==> src/rtl/uart_tx_arbiter.sv <==
// uart_tx_arbiter: packet-level round-robin arbiter in front of a single
// AXI4-Lite UART transmitter. Each accepted byte becomes exactly one AXI
// write (AW, then W, then B), and a grant is held for a whole packet or
// until MAX_PKT bytes have been sent.
// Optional feature macro: UART_ARB_PREFIX_EN -- when defined, every grant
// first emits an ASCII '0'+grant_id byte ahead of the packet.
module uart_tx_arbiter #(
    parameter int          NUM_REQ   = 4,
    parameter logic [31:0] UART_ADDR = 32'h0,
    parameter int          MAX_PKT   = 64
) (
    input  logic                 clk,
    input  logic                 resetn,
    input  logic [NUM_REQ*8-1:0] req_data,
    input  logic [NUM_REQ-1:0]   req_valid,
    input  logic [NUM_REQ-1:0]   req_last,
    output logic [NUM_REQ-1:0]   req_ready,
    output logic [2:0]           grant_id,
    output logic                 busy,
    output logic                 m_awvalid,
    input  logic                 m_awready,
    output logic [31:0]          m_awaddr,
    output logic [2:0]           m_awprot,
    output logic                 m_wvalid,
    input  logic                 m_wready,
    output logic [31:0]          m_wdata,
    output logic [3:0]           m_wstrb,
    input  logic                 m_bvalid,
    output logic                 m_bready
);

    localparam int CNT_W = (MAX_PKT > 1) ? $clog2(MAX_PKT) : 1;

`ifdef UART_ARB_PREFIX_EN
    typedef enum logic [2:0] {IDLE, LOAD, AW, W, B, PREFIX} state_t;
`else
    typedef enum logic [2:0] {IDLE, LOAD, AW, W, B} state_t;
`endif

    state_t             state;
    state_t             next_state;
    logic [2:0]         ptr;
    logic [CNT_W-1:0]   count;
    logic [7:0]         byte_q;
    logic               last_q;
    logic [2:0]         sel;
    logic               found;
    logic               any_valid;
    logic               gnt_valid;
    logic [7:0]         gnt_data;
    logic               gnt_last;
    logic               pkt_done;
`ifdef UART_ARB_PREFIX_EN
    logic               pfx_q;
`endif

    assign m_awaddr = UART_ADDR;
    assign m_awprot = 3'b000;
    assign m_wstrb  = 4'b0001;
    assign m_wdata  = {24'b0, byte_q};
    assign busy     = (state != IDLE);
    assign pkt_done = last_q || (count == CNT_W'(MAX_PKT - 1));

    // Round-robin search: first valid requester after ptr, wrapping.
    always_comb begin
        any_valid = |req_valid;
        sel       = ptr;
        found     = 1'b0;
        for (int k = 1; k <= NUM_REQ; k++) begin
            if (!found && req_valid[(int'(ptr) + k) % NUM_REQ]) begin
                sel   = 3'((int'(ptr) + k) % NUM_REQ);
                found = 1'b1;
            end
        end
    end

    // Select the stream of the currently granted requester.
    always_comb begin
        gnt_valid = 1'b0;
        gnt_data  = 8'h00;
        gnt_last  = 1'b0;
        for (int i = 0; i < NUM_REQ; i++) begin
            if (grant_id == 3'(i)) begin
                gnt_valid = req_valid[i];
                gnt_data  = req_data[8*i +: 8];
                gnt_last  = req_last[i];
            end
        end
    end

    // State register.
    always_ff @(posedge clk) begin
        if (!resetn) state <= IDLE;
        else         state <= next_state;
    end

    // Next-state and handshake outputs; AW and W are never raised together.
    always_comb begin
        next_state = state;
        req_ready  = '0;
        m_awvalid  = 1'b0;
        m_wvalid   = 1'b0;
        m_bready   = 1'b0;
        case (state)
            IDLE: begin
`ifdef UART_ARB_PREFIX_EN
                if (any_valid) next_state = PREFIX;
`else
                if (any_valid) next_state = LOAD;
`endif
            end
`ifdef UART_ARB_PREFIX_EN
            PREFIX: next_state = AW;
`endif
            LOAD: begin
                for (int i = 0; i < NUM_REQ; i++) begin
                    req_ready[i] = (grant_id == 3'(i));
                end
                if (gnt_valid) next_state = AW;
            end
            AW: begin
                m_awvalid = 1'b1;
                if (m_awready) next_state = W;
            end
            W: begin
                m_wvalid = 1'b1;
                if (m_wready) next_state = B;
            end
            B: begin
                m_bready = 1'b1;
                if (m_bvalid) begin
`ifdef UART_ARB_PREFIX_EN
                    if (pfx_q)         next_state = LOAD;
                    else if (pkt_done) next_state = IDLE;
                    else               next_state = LOAD;
`else
                    if (pkt_done) next_state = IDLE;
                    else          next_state = LOAD;
`endif
                end
            end
            default: next_state = IDLE;
        endcase
    end

    // Grant, round-robin pointer and per-grant byte count.
    always_ff @(posedge clk) begin
        if (!resetn) begin
            grant_id <= 3'd0;
            ptr      <= 3'(NUM_REQ - 1);
            count    <= '0;
`ifdef UART_ARB_PREFIX_EN
            pfx_q    <= 1'b0;
`endif
        end else begin
            case (state)
                IDLE: begin
                    if (any_valid) begin
                        grant_id <= sel;
                        count    <= '0;
`ifdef UART_ARB_PREFIX_EN
                        pfx_q    <= 1'b1;
`endif
                    end
                end
                B: begin
                    if (m_bvalid) begin
`ifdef UART_ARB_PREFIX_EN
                        if (pfx_q)         pfx_q <= 1'b0;
                        else if (pkt_done) ptr   <= grant_id;
                        else               count <= count + 1'b1;
`else
                        if (pkt_done) ptr   <= grant_id;
                        else          count <= count + 1'b1;
`endif
                    end
                end
                default: ;
            endcase
        end
    end

    // Byte under transfer; only loaded when a write is about to start.
    always_ff @(posedge clk) begin
        if (state == LOAD && gnt_valid) begin
            byte_q <= gnt_data;
            last_q <= gnt_last;
        end
`ifdef UART_ARB_PREFIX_EN
        else if (state == PREFIX) begin
            byte_q <= 8'h30 + {5'b0, grant_id};
            last_q <= 1'b0;
        end
`endif
    end

endmodule

==> config.mk <==
export PLATFORM = sky130hd
export DESIGN_NAME = uart_tx_arbiter
export DESIGN_NICKNAME = d
export VERILOG_FILES = /design/src/rtl/uart_tx_arbiter.sv
export SDC_FILE = /design/constraint.sdc
export NUM_CORES = 1
export LEC_CHECK = 0
export ABC_CLOCK_PERIOD_IN_PS = 2300
export CAP_MARGIN = 15
export CELL_PAD_IN_SITES_DETAIL_PLACEMENT = 1
export CELL_PAD_IN_SITES_GLOBAL_PLACEMENT = 1
export CORE_MARGIN = 1
export CORE_UTILIZATION = 25
export DETAILED_ROUTE_END_ITERATION = 8
export GPL_TIMING_DRIVEN = 0
export PLACE_DENSITY_LB_ADDON = 0.1
export RECOVER_POWER = 100
export SLEW_MARGIN = 20
export SYNTH_ARGS = -nofsm -noshare
export SYNTH_HDL_FRONTEND = slang
export SYNTH_SLANG_ARGS = --single-unit
==> constraint.sdc <==
create_clock -name clk -period 2.3 [get_ports clk]
set_input_delay 0.345 -clock clk [delete_from_list [all_inputs] [get_ports clk]]
set_output_delay 0.345 -clock clk [all_outputs]
set_load 0.05 [all_outputs]
* Word level (Yosys, flattened, before mapping)
Cells that the tools add are included.
Cells by class: $add $sub $neg 5, $lt $le $gt $ge 4, equal/unequal tests 14, multiplexer cells 46, bitwise operators 4, reductions and logical operators 21
Operators by type and width (count):
- $mux 8 | 4
- $mux 3 | 9
- $mux 1 | 23
- $mux 6 | 3
- $lt 3x4->1 const B | 4
- $pmux 3 s5 | 1
- $eq 3x2->1 const B | 4
- $ne 2x2->1 const B | 6
- $pmux 6 s2 | 1
- $bmux 1 s2 | 4
- $reduce_or 2->1 | 4
- $add 6x1->6 const B | 1
- $eq 3x1->1 const B | 2
- $eq 6x6->1 const B | 1
- $logic_not 3->1 | 2
- $reduce_and 5->1 | 1
- $add 2x1->2 const B | 2
- $add 2x2->2 const B | 2
- $and 1x1->1 const A | 4
- $logic_and 1x1->1 | 4
- $mux 4 | 1
- $reduce_and 4->1 | 1
- $reduce_or 4->1 | 1
- $eq 3x3->1 const B | 1
- 6 further kinds | 8
Storage, ports and cells: flip-flop bits (word level) 24, bits of input ports 45, output and inout bits 82, logic and storage cells 100

* Logic depth before layout (Yosys ltp)
depth in word-level cells 16, gate-level depth with buffers 6, mapped depth without buffers 4

* Worst setup path after synthesis
No wires, ideal clock.
path type reg2out, start point register grant_id[1], end point output req_ready[2], data arrival time 2.691 ns, required time 1.955 ns, path slack -0.736 ns, cell stages (with the launch flop) 4, buffers on the path 1, cell sequence dfxtp_1 > clkbuf_1 > inv_1 > nor4_1
Between the ends: cells in the longest elaborated chain, start to end 2
RTL lines:
- from (decl) | line 18 | output logic [2:0] grant_id,
- from (signal assigned) | line 159 | grant_id <= sel;
- $eq 3x2->1 | line 117 | req_ready[i] = (grant_id == 3'(i));
- $mux 4 | line 104 | case (state)
- to (decl) | line 17 | output logic [NUM_REQ-1:0] req_ready,
No other way between the ends.

* Final worst setup path
Ends and elaborated chain as after synthesis.

==> impl_metrics.tcl <==
set metrics [dict create \
    status "complete, no violations" \
    hpwl_um 4350 \
    critPathTopFamily "buffers and inverters" \
    critPathLaunchType "register" \
    ys_warn_count 0 \
    final_cell_mix "buf_4, conb_1, clkdlybuf4s50_1" \
    post_cts.repair.setup_buffers 0 \
    rsz0062_at_grt "false" \
    wl_per_cell_um 12.0 \
    max-vdd-ir-drop_mv 0.194 \
    finish.utilization_pct 39.8 \
    nNetsFinal 382 \
    async_reset_ff_share_pct 0 \
    power_leakage_nw 1.34 \
    grt_pass1_wl_um 7920 \
    grt_pass1_vias 1582 \
    antenna_found_initial 0 \
    ys_ff_latch 23 \
    drive_gt1_share_pct 26.9 \
    synthCells 207 \
    start_util_pct 26.2 \
    routed_wl_um 5200 \
    ios 127 \
    finalHoldViolations 0 \
    cp.buffers_inverters 3 \
    ant_nets 0 \
    cp_max_fo 10 \
    arrival_ps 1820 \
    die_w_um 89.7 \
    vias_per_cell 3.99 \
    cpPeakStageDelay_ps 480 \
    die-area_um2 8040 \
    avgSynthCellArea_um2 9.28 \
    skew_ps 7.51 \
    total_power_mw 1.65 \
    route.detailed.drc 0 \
    gp_congestion 0.757 \
    drv_slew 0 \
    cp.required_ps 1960 \
    cap_viol_max_count 0 \
    clock_latency_ps 260 \
    rows 31 \
    cts.sinks 23 \
    grt_max_degree 13 \
    dp.cells 430 \
    nFillCells 869 \
    cts_buffers 3 \
    period_needed_ps 2160 \
    cts-root-buf "clkbuf_8" \
    drt_iter0_drc 48 \
    vias 1732 \
    die_y_um 89.7 \
    portBuffers 63 \
    register_area_um2 551 \
    path_clk_slew_ps 90 \
    firstDrtPassIters 4 \
    grt-ovfl-total 0 \
    ys.flop_type "dfxtp_1" \
    powerDensity_nw_per_um2 567 \
    max_slew.worst_pin.slew_ps 781 \
    synth_cell_type_count 44 \
    syn_to_final_growth_pct 51.8 \
    multiInputGateArea_um2 1040 \
    hp-class "reg -> reg" \
    path_cells "clkbuf_2 -> inv_1 -> nor4_1 -> buf_2" \
    core_area_um2 7330 \
    cts_tree "built" \
    period_share_pct 94.1 \
    fin_cells 434 \
    grt.total_usage_pct 12.9 \
    synth_area_um2 1920 \
    synth_seq_area_share_pct 28.6 \
    cp-end-kind "output pin" \
    timing.hold.ws_ps 492 \
    cp_slowest_cell "dfxtp_1" \
    slew_headroom_pct 47.7 \
    n_antenna_cell 0 \
    layout_commonest_cell "buf_4" \
    setup_violations 0 \
    synth_edf_count 9 \
    htreeDepth 1 \
    path_class "reg -> out" \
    fmax_mhz 462 \
    max-clock-path-buffers 2 \
]
[worst paths after layout]
| kind | cells after the start | slack, ps | endpoint | from |
|---|---|---|---|---|
| setup reg to reg | 4 | 260 | byte_q[3] | grant_id[0] |
| hold reg to reg | 2 | 490 | count[4] | count[4] |
| hold / removal | 2 | 490 | count[4] | count[4] |
| setup / recovery | 4 | 140 | req_ready[2] | grant_id[1] |
[metal layers]
| layer | vias up | GRT usage [%] | routed length [um] | share of wire, % |
|---|---|---|---|---|
| met5 | - | 0 | 0 | 0 |
| met4 | 0 | 4.62 | 83 | 1.6 |
| met3 | 6 | 2.10 | 317 | 6.1 |
| met2 | 60 | 22.5 | 2630 | 51 |
| met1 | 808 | 16.1 | 2170 | 42 |
| li1 | 858 | - | - | - |
[metrics by stage]
step,setup WS (ps),setup TNS (ps),instance area [um^2]
floorplan,-194,-314,2160
global placement,-359,-1740,2920
detailed placement,-380,-1760,2920
CTS,22.3,0,2940
global route,8.44,0,2920
finish,136,0,2920
[registers in the layout, indices dropped and copies added (netlist names)]
name	flops
last_q	1
grant_id	3
state	3
count	6
byte_q	8
ptr	2
[final cells by class]
class                           count  area share (%)
Sequential cell                    23            18.9
Clock buffer                        4            1.54
Inverter                            7           0.901
Tap cell                           99            4.25
Buffer                             73            17.9
Timing Repair Buffer               63            20.9
Multi-Input combinational cell    165            35.6
[worst reg2reg max path, stage by stage, from the launching register on]
cell and delay, ps:
dfxtp_1 330, clkbuf_1 350, mux4_2 270, nand2b_1 100
nor2_1 620
[timing repair]
item,in CTS,in global routing
setup endpoints to repair,8,4
pin swaps,0,0
hold buffers,0,0
cloned,0,0
gates resized for setup,29,1
[where the power goes]
part           internal (mW)  total, mW  leakage, nW  switching [mW]
registers              0.475      0.491        0.197          0.0167
logic                  0.332      0.907         1.12           0.575
clock network          0.124      0.255       0.0228           0.132
total                  0.930       1.65         1.34           0.723
[cells in the mapped netlist (2+ instances only)]
library cell  count  area [um^2]
a31oi_1           2         12.5
nand3_1           4         20.0
edfxtp_1          9          270
a2bb2oi_1         2         17.5
o21ai_0           9         45.0
nor2b_1          11         68.8
nor4_1            3         18.8
nor3b_1           5         37.5
nand2_1           5         18.8
nand2b_1          2         12.5
or3_1             4         25.0
nor2_1           10         37.5
clkbuf_1          7         26.3
o311ai_0          2         17.5
dfxtp_1          14          280
buf_4            63          473
buf_6             2         22.5
inv_1             7         26.3
conb_1            2         7.51
mux4_2           10          225
a21oi_1          11         55.1
[kinds of logic (layout without fill, tap and decap cells)]
| group | Yosys count | after routing | share of synthesized area [%] |
|---|---|---|---|
| xor+xnor | 1 | 1 | 0.456 |
| fa+ha+maj | 1 | 1 | 0.651 |
| buf+inv | 80 | 147 | 28.8 |
| flops | 23 | 23 | 28.6 |
| other cells | 2 | 63 | 0.391 |
| compound gates | 33 | 33 | 10.8 |
| simple gates | 56 | 56 | 18.0 |
| mux | 11 | 11 | 12.3 |
(Power assumes the default switching activity.)
